File: src/rtl/wallace_acc_seq_pkg.sv
// Shared definitions for the wallace_acc_seq stream reducer.
//   state_t  : sequencer states (IDLE, ACCUM, DONE)
//   DATA_W   : operand / sum width, fixed by the wallaceTree reducer
//   NUM_OPS  : operands per accepted beat (tree has NUM_OPS + 1 inputs)
//   CNT_W    : default width of the saturating beat counter
package wallace_acc_seq_pkg;

  typedef enum logic [1:0] {
    ST_IDLE  = 2'd0,
    ST_ACCUM = 2'd1,
    ST_DONE  = 2'd2
  } state_t;

  localparam int DATA_W  = 16;
  localparam int NUM_OPS = 4;
  localparam int CNT_W   = 8;

endpackage

File: src/rtl/wallace_acc_seq_tree.sv
// wallaceTree: combinational 5-input modulo-2^16 adder.
// Three levels of 3:2 carry-save compression followed by one carry-propagate
// add. Carries shifted out of bit 15 are discarded at every level.
// Ports:
//   clock, reset          : present for interface compatibility, unused
//   io_data_i_0..4 [15:0] : addends
//   io_data_o      [15:0] : sum of all five addends, modulo 2^16
module wallaceTree
  import wallace_acc_seq_pkg::*;
(
  input  logic              clock,
  input  logic              reset,
  input  logic [DATA_W-1:0] io_data_i_0,
  input  logic [DATA_W-1:0] io_data_i_1,
  input  logic [DATA_W-1:0] io_data_i_2,
  input  logic [DATA_W-1:0] io_data_i_3,
  input  logic [DATA_W-1:0] io_data_i_4,
  output logic [DATA_W-1:0] io_data_o
);

  logic unused_clk_rst;
  assign unused_clk_rst = clock ^ reset;

  logic [DATA_W-1:0] s1, c1, s2, c2, s3, c3;
  logic [DATA_W-1:0] c1_sh, c2_sh, c3_sh;

  always_comb begin
    s1    = io_data_i_0 ^ io_data_i_1 ^ io_data_i_2;
    c1    = (io_data_i_0 & io_data_i_1) | (io_data_i_0 & io_data_i_2) |
            (io_data_i_1 & io_data_i_2);
    c1_sh = c1 << 1;

    s2    = s1 ^ c1_sh ^ io_data_i_3;
    c2    = (s1 & c1_sh) | (s1 & io_data_i_3) | (c1_sh & io_data_i_3);
    c2_sh = c2 << 1;

    s3    = s2 ^ c2_sh ^ io_data_i_4;
    c3    = (s2 & c2_sh) | (s2 & io_data_i_4) | (c2_sh & io_data_i_4);
    c3_sh = c3 << 1;

    io_data_o = s3 + c3_sh;
  end

endmodule

File: src/rtl/wallace_acc_seq.sv
// wallace_acc_seq: folds a stream of 4-operand beats into one modulo-2^16 sum
// using wallaceTree, whose fifth input is the running accumulator.
// Ports:
//   clock, reset             : clock, synchronous active-high reset
//   io_in_valid/ready        : input beat handshake (ready low only in DONE)
//   io_in_data_0..3          : the beat's four operands
//   io_in_last               : beat closes the stream (ignored without fire)
//   io_out_valid/ready       : result handshake (valid == DONE)
//   io_out_sum               : reduced sum
//   io_out_count             : beats folded, saturating at 2^CNT_W-1
module wallace_acc_seq
  import wallace_acc_seq_pkg::*;
#(
  parameter int DATA_W  = wallace_acc_seq_pkg::DATA_W,
  parameter int NUM_OPS = wallace_acc_seq_pkg::NUM_OPS,
  parameter int CNT_W   = wallace_acc_seq_pkg::CNT_W
)(
  input  logic              clock,
  input  logic              reset,
  input  logic              io_in_valid,
  output logic              io_in_ready,
  input  logic [DATA_W-1:0] io_in_data_0,
  input  logic [DATA_W-1:0] io_in_data_1,
  input  logic [DATA_W-1:0] io_in_data_2,
  input  logic [DATA_W-1:0] io_in_data_3,
  input  logic              io_in_last,
  output logic              io_out_valid,
  input  logic              io_out_ready,
  output logic [DATA_W-1:0] io_out_sum,
  output logic [CNT_W-1:0]  io_out_count
);

  state_t            state, state_nxt;
  logic [DATA_W-1:0] acc;
  logic [CNT_W-1:0]  cnt;
  logic [DATA_W-1:0] acc_fb;
  logic [DATA_W-1:0] tree_sum;
  logic              fire;

  logic [NUM_OPS-1:0][DATA_W-1:0] ops;
  assign ops = {io_in_data_3, io_in_data_2, io_in_data_1, io_in_data_0};

  wallaceTree u_tree (
    .clock       (clock),
    .reset       (reset),
    .io_data_i_0 (ops[0]),
    .io_data_i_1 (ops[1]),
    .io_data_i_2 (ops[2]),
    .io_data_i_3 (ops[3]),
    .io_data_i_4 (acc_fb),
    .io_data_o   (tree_sum)
  );

  always_comb begin
    state_nxt    = state;
    io_in_ready  = (state != ST_DONE);
    io_out_valid = (state == ST_DONE);
    fire         = io_in_valid && io_in_ready;
    // First beat of a stream starts from zero regardless of acc contents.
    acc_fb       = (state == ST_IDLE) ? '0 : acc;
    unique case (state)
      ST_IDLE: begin
        if (fire) state_nxt = io_in_last ? ST_DONE : ST_ACCUM;
      end
      ST_ACCUM: begin
        if (fire && io_in_last) state_nxt = ST_DONE;
      end
      ST_DONE: begin
        if (io_out_ready) state_nxt = ST_IDLE;
      end
      default: state_nxt = ST_IDLE;
    endcase
  end

  always_ff @(posedge clock) begin
    if (reset) begin
      state <= ST_IDLE;
      acc   <= '0;
      cnt   <= '0;
    end else begin
      state <= state_nxt;
      if (fire) begin
        acc <= tree_sum;
        if (state == ST_IDLE)
          cnt <= {{(CNT_W-1){1'b0}}, 1'b1};
        else if (cnt != '1)
          cnt <= cnt + 1'b1;
      end else if (state == ST_DONE && io_out_ready) begin
        acc <= '0;
        cnt <= '0;
      end
    end
  end

  assign io_out_sum   = acc;
  assign io_out_count = cnt;

endmodule

File: config.mk
export PLATFORM = sky130hd
export DESIGN_NAME = wallace_acc_seq
export DESIGN_NICKNAME = d
export VERILOG_FILES = /design/src/rtl/wallace_acc_seq_pkg.sv /design/src/rtl/wallace_acc_seq_tree.sv /design/src/rtl/wallace_acc_seq.sv
export SDC_FILE = /design/constraint.sdc
export NUM_CORES = 1
export LEC_CHECK = 0
export ABC_AREA = 1
export CORE_MARGIN = 2
export CORE_UTILIZATION = 35
export DETAILED_ROUTE_END_ITERATION = 8
export GPL_TIMING_DRIVEN = 0
export PLACE_DENSITY = 0.74
export RECOVER_POWER = 100
export SLEW_MARGIN = 5
export SYNTH_ARGS = -nofsm -noshare
export SYNTH_HDL_FRONTEND = slang
export SYNTH_SLANG_ARGS = --single-unit
File: constraint.sdc
create_clock -name clock -period 10.9 [get_ports clock]
set_clock_uncertainty 0.2 [all_clocks]
set_input_delay 2.18 -clock clock [delete_from_list [all_inputs] [get_ports clock]]
set_output_delay 2.18 -clock clock [all_outputs]
set_load 0.005 [all_outputs]
# --- After elaboration in Yosys (flattened, before gate mapping) ---
# Cells that the tools add are included.
word_totals:
  ff_bits: 26
  in_bits: 69
  output_inout_bits: 26
  wordCells: 53
classes:
  n_addsub: 2
  eq_ne: 8
  muxes: 12
  bitwise: 21
  n_reduce_logical: 7
ops:
  columns: ["op", "count"]
  rows:
  - ["15-bit bitwise AND", 9]
  - ["16-bit XOR", 6]
  - ["15-bit OR", 6]
  - ["16-bit 2-to-1 mux", 3]
  - ["8-bit 2-to-1 mux", 4]
  - ["16-bit adder", 1]
  - ["8-bit by 1-bit adder with 8-bit output (second input constant)", 1]
  - ["2-bit 2-to-1 mux", 4]
  - ["8-bit inequality test (second input constant)", 1]
  - ["2-bit inequality test (second input constant)", 3]
  - ["2-bit case mux with 3 select lines", 1]
  - ["1-bit logical AND", 3]
  - ["3-bit by 1-bit inequality test with 1-bit output (second input constant)", 1]
  - ["3-bit AND reduction", 1]
  - ["2-bit by 1-bit == test with 1-bit output (second input constant)", 1]
  - ["2-bit == test (second input constant)", 1]
  - ["2-bit zero test", 1]
  - ["2-bit by 1-bit inequality test with 1-bit output (second input constant)", 1]
  - ["2-bit AND reduction", 1]
  - ["2-bit nonzero test", 1]

# --- Longest topological paths before layout ---
# Gate-level depths: netlist of the first run.
depth:
  word_depth: 11
  mapped_depth: 17
  depth_no_buf: 16

# --- Modules after synthesis ---
# A second synthesis of the first run with hierarchy kept.
unflattened:
  hier_cells: 490
  hier_area_um2: 3423.3
by_module_without_submodules:
  columns: ["module", "n_inst", "cells_each", "area_each_um2", "seq_area_each_um2"]
  rows:
  - ["wallaceTree", 1, 289, 2068.2, 0.0]
  - ["wallace_acc_seq", 1, 201, 1355.0, 520.5]

# --- Least setup slack after synthesis of the first run ---
# No wires, ideal clock.
synth_path:
  path_kind: "in2reg"
  from: "input port io_in_data_0[1]"
  to: "register acc[13], in the netlist io_out_sum[13]"
  setup_ps: 70
  arrival_time_ps: 5047
  required_time_ps: 10630
  setup_slack_ps: 5583
  stages: 14
  n_path_buf: 0
  cell_sequence: "fa_1 inv_1 fa_1 fa_1 inv_1 ha_1 fa_1 nand3_1 nand3_1 nand3_1 nand3_1 a21oi_1 o21ai_0 a21oi_1"
synth_via:
  elab_chain_len: 11
  word_cells_on_any_way: 22
  classes_between: "add/sub (1); mux (1); bitwise (20)"
synth_rtl:
  columns: ["element", "line_no", "rtl"]
  rows:
  - ["from (decl)", "wallace_acc_seq.sv:22", "input logic [DATA_W-1:0] io_in_data_0,"]
  - ["15-bit bitwise AND", "wallace_acc_seq_tree.sv:29", "c1 = (io_data_i_0 & io_data_i_1) | (io_data_i_0 & io_data_i_2) |"]
  - ["15-bit OR (2 in a row)", "wallace_acc_seq_tree.sv:29", null]
  - ["15-bit bitwise AND", "wallace_acc_seq_tree.sv:34", "c2 = (s1 & c1_sh) | (s1 & io_data_i_3) | (c1_sh & io_data_i_3);"]
  - ["15-bit OR (2 in a row)", "wallace_acc_seq_tree.sv:34", null]
  - ["15-bit bitwise AND", "wallace_acc_seq_tree.sv:38", "c3 = (s2 & c2_sh) | (s2 & io_data_i_4) | (c2_sh & io_data_i_4);"]
  - ["15-bit OR (2 in a row)", "wallace_acc_seq_tree.sv:38", null]
  - ["16-bit adder *", "wallace_acc_seq_tree.sv:41", "io_data_o = s3 + c3_sh;"]
  - ["16-bit 2-to-1 mux *", "wallace_acc_seq.sv:82", "if (fire) begin"]
  - ["to (signal assigned)", "wallace_acc_seq.sv:83", "acc <= tree_sum;"]
  - ["to (decl)", "wallace_acc_seq.sv:34", "logic [DATA_W-1:0] acc;"]
# Every way passes the cells marked *; elsewhere a longest branch is shown, timed or not.
# A chain may end at the register's enable or synchronous reset.

# --- Worst setup path after layout of the first run ---
layout_path:
  from: "input port io_in_data_0[1]"
  to: "register acc[11], in the netlist io_out_sum[11]"
# Same word-level chain as after synthesis.

==> results of run 1 <==
==> cell usage in the layout, fill, tap and decap left out, drive strengths merged <==
cell type / synthesis / routed
o21ai: 16 / 16
nand3: 24 / 24
nand3b: 2 / 2
or2: 3 / 3
nand2: 104 / 104
o21bai: 1 / 1
nor3: 4 / 4
ha: 17 / 17
clkdlybuf4s50: 0 / 64
a211oi: 2 / 2
a21oi: 46 / 46
inv: 109 / 108
dlygate4sd3: 0 / 29
o211ai: 2 / 2
nor2: 33 / 33
bufinv: 0 / 1
nand4: 3 / 3
nor4: 2 / 2
fa: 44 / 44
xor2: 1 / 1
buf: 4 / 4
dfxtp: 26 / 26
clkbuf: 3 / 6
clkinv: 1 / 2
nor3b: 2 / 2
==> path summary, 6_finish.rpt <==
| kind | start | end | slack, ps |
|---|---|---|---|
| worst min-delay path | io_out_sum[5]$_SDFFE_PP0P_ | io_out_sum[5]$_SDFFE_PP0P_ | 280 |
| worst max register to register | state[0]$_SDFFE_PP0P_ | io_out_sum[9]$_SDFFE_PP0P_ | 7410 |
| worst min register to register | io_out_sum[5]$_SDFFE_PP0P_ | io_out_sum[5]$_SDFFE_PP0P_ | 280 |
| worst max-delay path | io_in_data_0[1] | io_out_sum[11]$_SDFFE_PP0P_ | 4990 |
==> power breakdown <==
group | internal, mW | total (mW) | leakage (nW) | switching (mW)
clock | 0.0492 | 0.0839 | 0.0357 | 0.0347
combinational | 0.185 | 0.437 | 1.84 | 0.251
sequential | 0.115 | 0.129 | 0.213 | 0.0142
==> sequential cells by signal (all words and copies together), names as in the netlist <==
signal	count
state	2
io_out_count	8
io_out_sum	16
==> metal layers <==
metal	vias up	global-route usage, %	part of all wire (%)
met5	-	0	0
met3	6	1.968	6.1
li1	1563	-	-
met4	0	3.161	1.1
met2	85	27.23	48
met1	1381	20.07	44
==> final cells by class <==
class / count / area (µm²)
buffer: 7 / 30.03
fill: 909 / 4502
clock inverter: 1 / 30.03
inverter: 110 / 412.9
timing repair buffer: 93 / 930.9
multi-input combinational: 306 / 2203
clock buffer: 3 / 41.29
tap: 108 / 135.1
sequential: 26 / 520.5
==> kinds of logic after synthesis <==
family,count (synthesis)
xor gates and xnor gates,1
AOI/OAI and AO/OA,67
and+or+nand+nor,177
DFF,26
adders and majority gates,61
buffers and inverters,117
==> through the flow <==
step           util, %  setup WS (ps)  area, µm²  power [mW]  hold slack (ps)
2_1_floorplan        -           5583       3202      0.4331            258.5
3_3_place_gp     48.47           4879       4268      0.5716            269.7
3_5_place_dp     48.47           4825       4268      0.5794            271.5
4_1_cts          49.28           5120       4339      0.6676            288.0
5_1_grt          48.88           4808       4304      0.7304            300.1
6_report         48.88           4993       4304      0.6497            280.0
==> critical path, cell delays in order <==
cell	delay, ps
dlygate4sd3_1	560
fa_1	540
inv_1	50
fa_1	490
fa_1	550
inv_1	40
ha_1	210
fa_1	440
nand2_1	90
nand3_1	160
a21oi_1	250
or2_2	150
nand3_1	60
a21oi_1	130
==> results.tsv, run 1 <==
stage	metric	value	unit
logic_synthesis	Simple-Gate Fraction of Synth Area	23.95	%
global_routing	Overall Global Routing Usage	15.36	%
die	Core ar.	0.008806	mm²
die	Die Footprint	0.009929	mm²
die	Ports	95	
flow_run	Max Cap Violations	0	
logic_synthesis	main combinational cell family by area after synthesis	adder cells	
timing	worst rel slew slack	61.22	%
timing	setup TNS	0	ps
finish	final cell count without fillers	654	
timing	Setup-failing EPs final	0	
pwr	Cell Pwr Density	150.9	mW/mm²
global_routing	initial antenna violation count	0	
clock_tree	largest buffer count on any clock path	2	
detailed_routing	WL final	7415	µm
timing	Final Max Slew Viols	0	
detailed_routing	vias per std cell	4.641	
clock_tree	post-CTS resize count	0	
detailed_routing	Final ANT Viol Nets	0	
global_routing	vias in the first global route	3021	
critical_path	Req. time, crit path	10910	ps
global_routing	first-pass GRT wire length	12960	µm
logic_synthesis	Mapped Nets	579	
logic_synthesis	post-synthesis mux area share	0	%
die	initial cell density of the core	36.36	%
logic_synthesis	top cells by area, synth	fa_1 (28%), dfxtp_1 (16%), inv_1 (12%)	
detailed_routing	DR pass1 iterations	4	
critical_path	Crit Path Max Fanout	5	
clock_tree	CTS buffer count	3	
die	num rows	34	
detailed_routing	Vias	3035	
die	Die Width	99.65	µm
placed_design	I/O Buffers	93	
logic_synthesis	Seq cells post-synth	26	
timing	Period minus WS final	5907	ps
clock_tree	clock root buffer	clkbuf_8	
clock_tree	worst skew pair latency	280	ps
logic_synthesis	Post-synth top flop	dfxtp_1	
critical_path	worst reg2reg path depth	15	
timing	unrepaired setup endpoints after global routing	false	
logic_synthesis	leading area contributor after synthesis	fa_1	
min_path	Min-Delay Path Class	reg2reg	
outcome	status	finished clean	
clock_tree	CTS tree	yes	
clock_tree	clock sink total	26	
timing	final worst path period share	54.19	%
logic_synthesis	sequential area share after synthesis	16.26	%
logic_synthesis	Synth Area in XOR/XNOR	0.2735	%
placed_design	Detail Placement HPWL	6286	µm
logic_synthesis	synthesized cell area	0.003202	mm²
timing	worst slew pin tran	581.8	ps
logic_synthesis	top-area cell type share of the netlist area	27.51	%
finish	layout cell share with drive strength beyond 1	2.747	%
logic_synthesis	number of synthesized flops with an enable pin	0	
detailed_routing	residual DRC count	0	
detailed_routing	Iter 0 DRT Violations	120	
logic_synthesis	Commonest cells post-synth	inv_1 (106), nand2_1 (102), a21oi_1 (45)	
logic_synthesis	Syn Inst Count	449	
clock_tree	H-tree levels	1	
pwr	Pleak	2.089	nW
critical_path	crit path launch type	input port	
die	Die Y	99.65	µm
detailed_routing	wire per inst	11.34	µm
min_path	Hold Path Stages	2	
pwr	maximum vdd drop	0.05950	mV
logic_synthesis	Post-Synth Adder-Cell Area	34.15	%
clock_tree	Post-CTS Setup Inserts	0	
timing	Achievable Freq	169.3	MHz
clock_tree	clock-pin transition on the worst setup and hold timing paths	100	ps
global_routing	GR Overflow Total	0	
logic_synthesis	synth unique cells	28	
logic_synthesis	asr flop ratio synth	0	%
placed_design	Placer Congestion	0.8769	
logic_synthesis	Compound-Gate Fraction of Synth Area	11.53	%
finish	Layout area overhead	34.43	%
critical_path	CP Capture Type	register	
placed_design	Post-Place Cells	650	
global_routing	largest net degree at the start of global routing	16	
logic_synthesis	Synth Warn #	0	
logic_synthesis	Syn Area/Cell	7.131	µm²
timing	final hold viol count	0	
critical_path	crit path DAT	5920	ps
logic_synthesis	most common cell in the netlist	inv_1	
finish	Final Net Count	677	
clock_tree	hold_buf cts	0	
critical_path	Crit Path Class	in2reg	
finish	antenna diode count	0	
Note: power is estimated with default switching activity, not from simulation.
==> run 2: changes to the inputs <==
==> constraint.sdc (replaced) <==
create_clock -name clock -period 5.95 [get_ports clock]
set_clock_uncertainty 0.2 [all_clocks]
set_input_delay 1.19 -clock clock [delete_from_list [all_inputs] [get_ports clock]]
set_output_delay 1.19 -clock clock [all_outputs]
set_load 0.005 [all_outputs]
==> results of run 2 <==
The final DEF is identical to that of run 1. Status: finished clean.
Main changes from that run: setup slack after placement 4825 ps -> 864.7 ps; setup slack after layout 4993 ps -> 1033 ps; register-to-register setup slack 7410 ps -> 2460 ps; total power 0.6497 mW -> 1.190 mW; worst IR drop on VDD 0.05950 mV -> 0.1090 mV
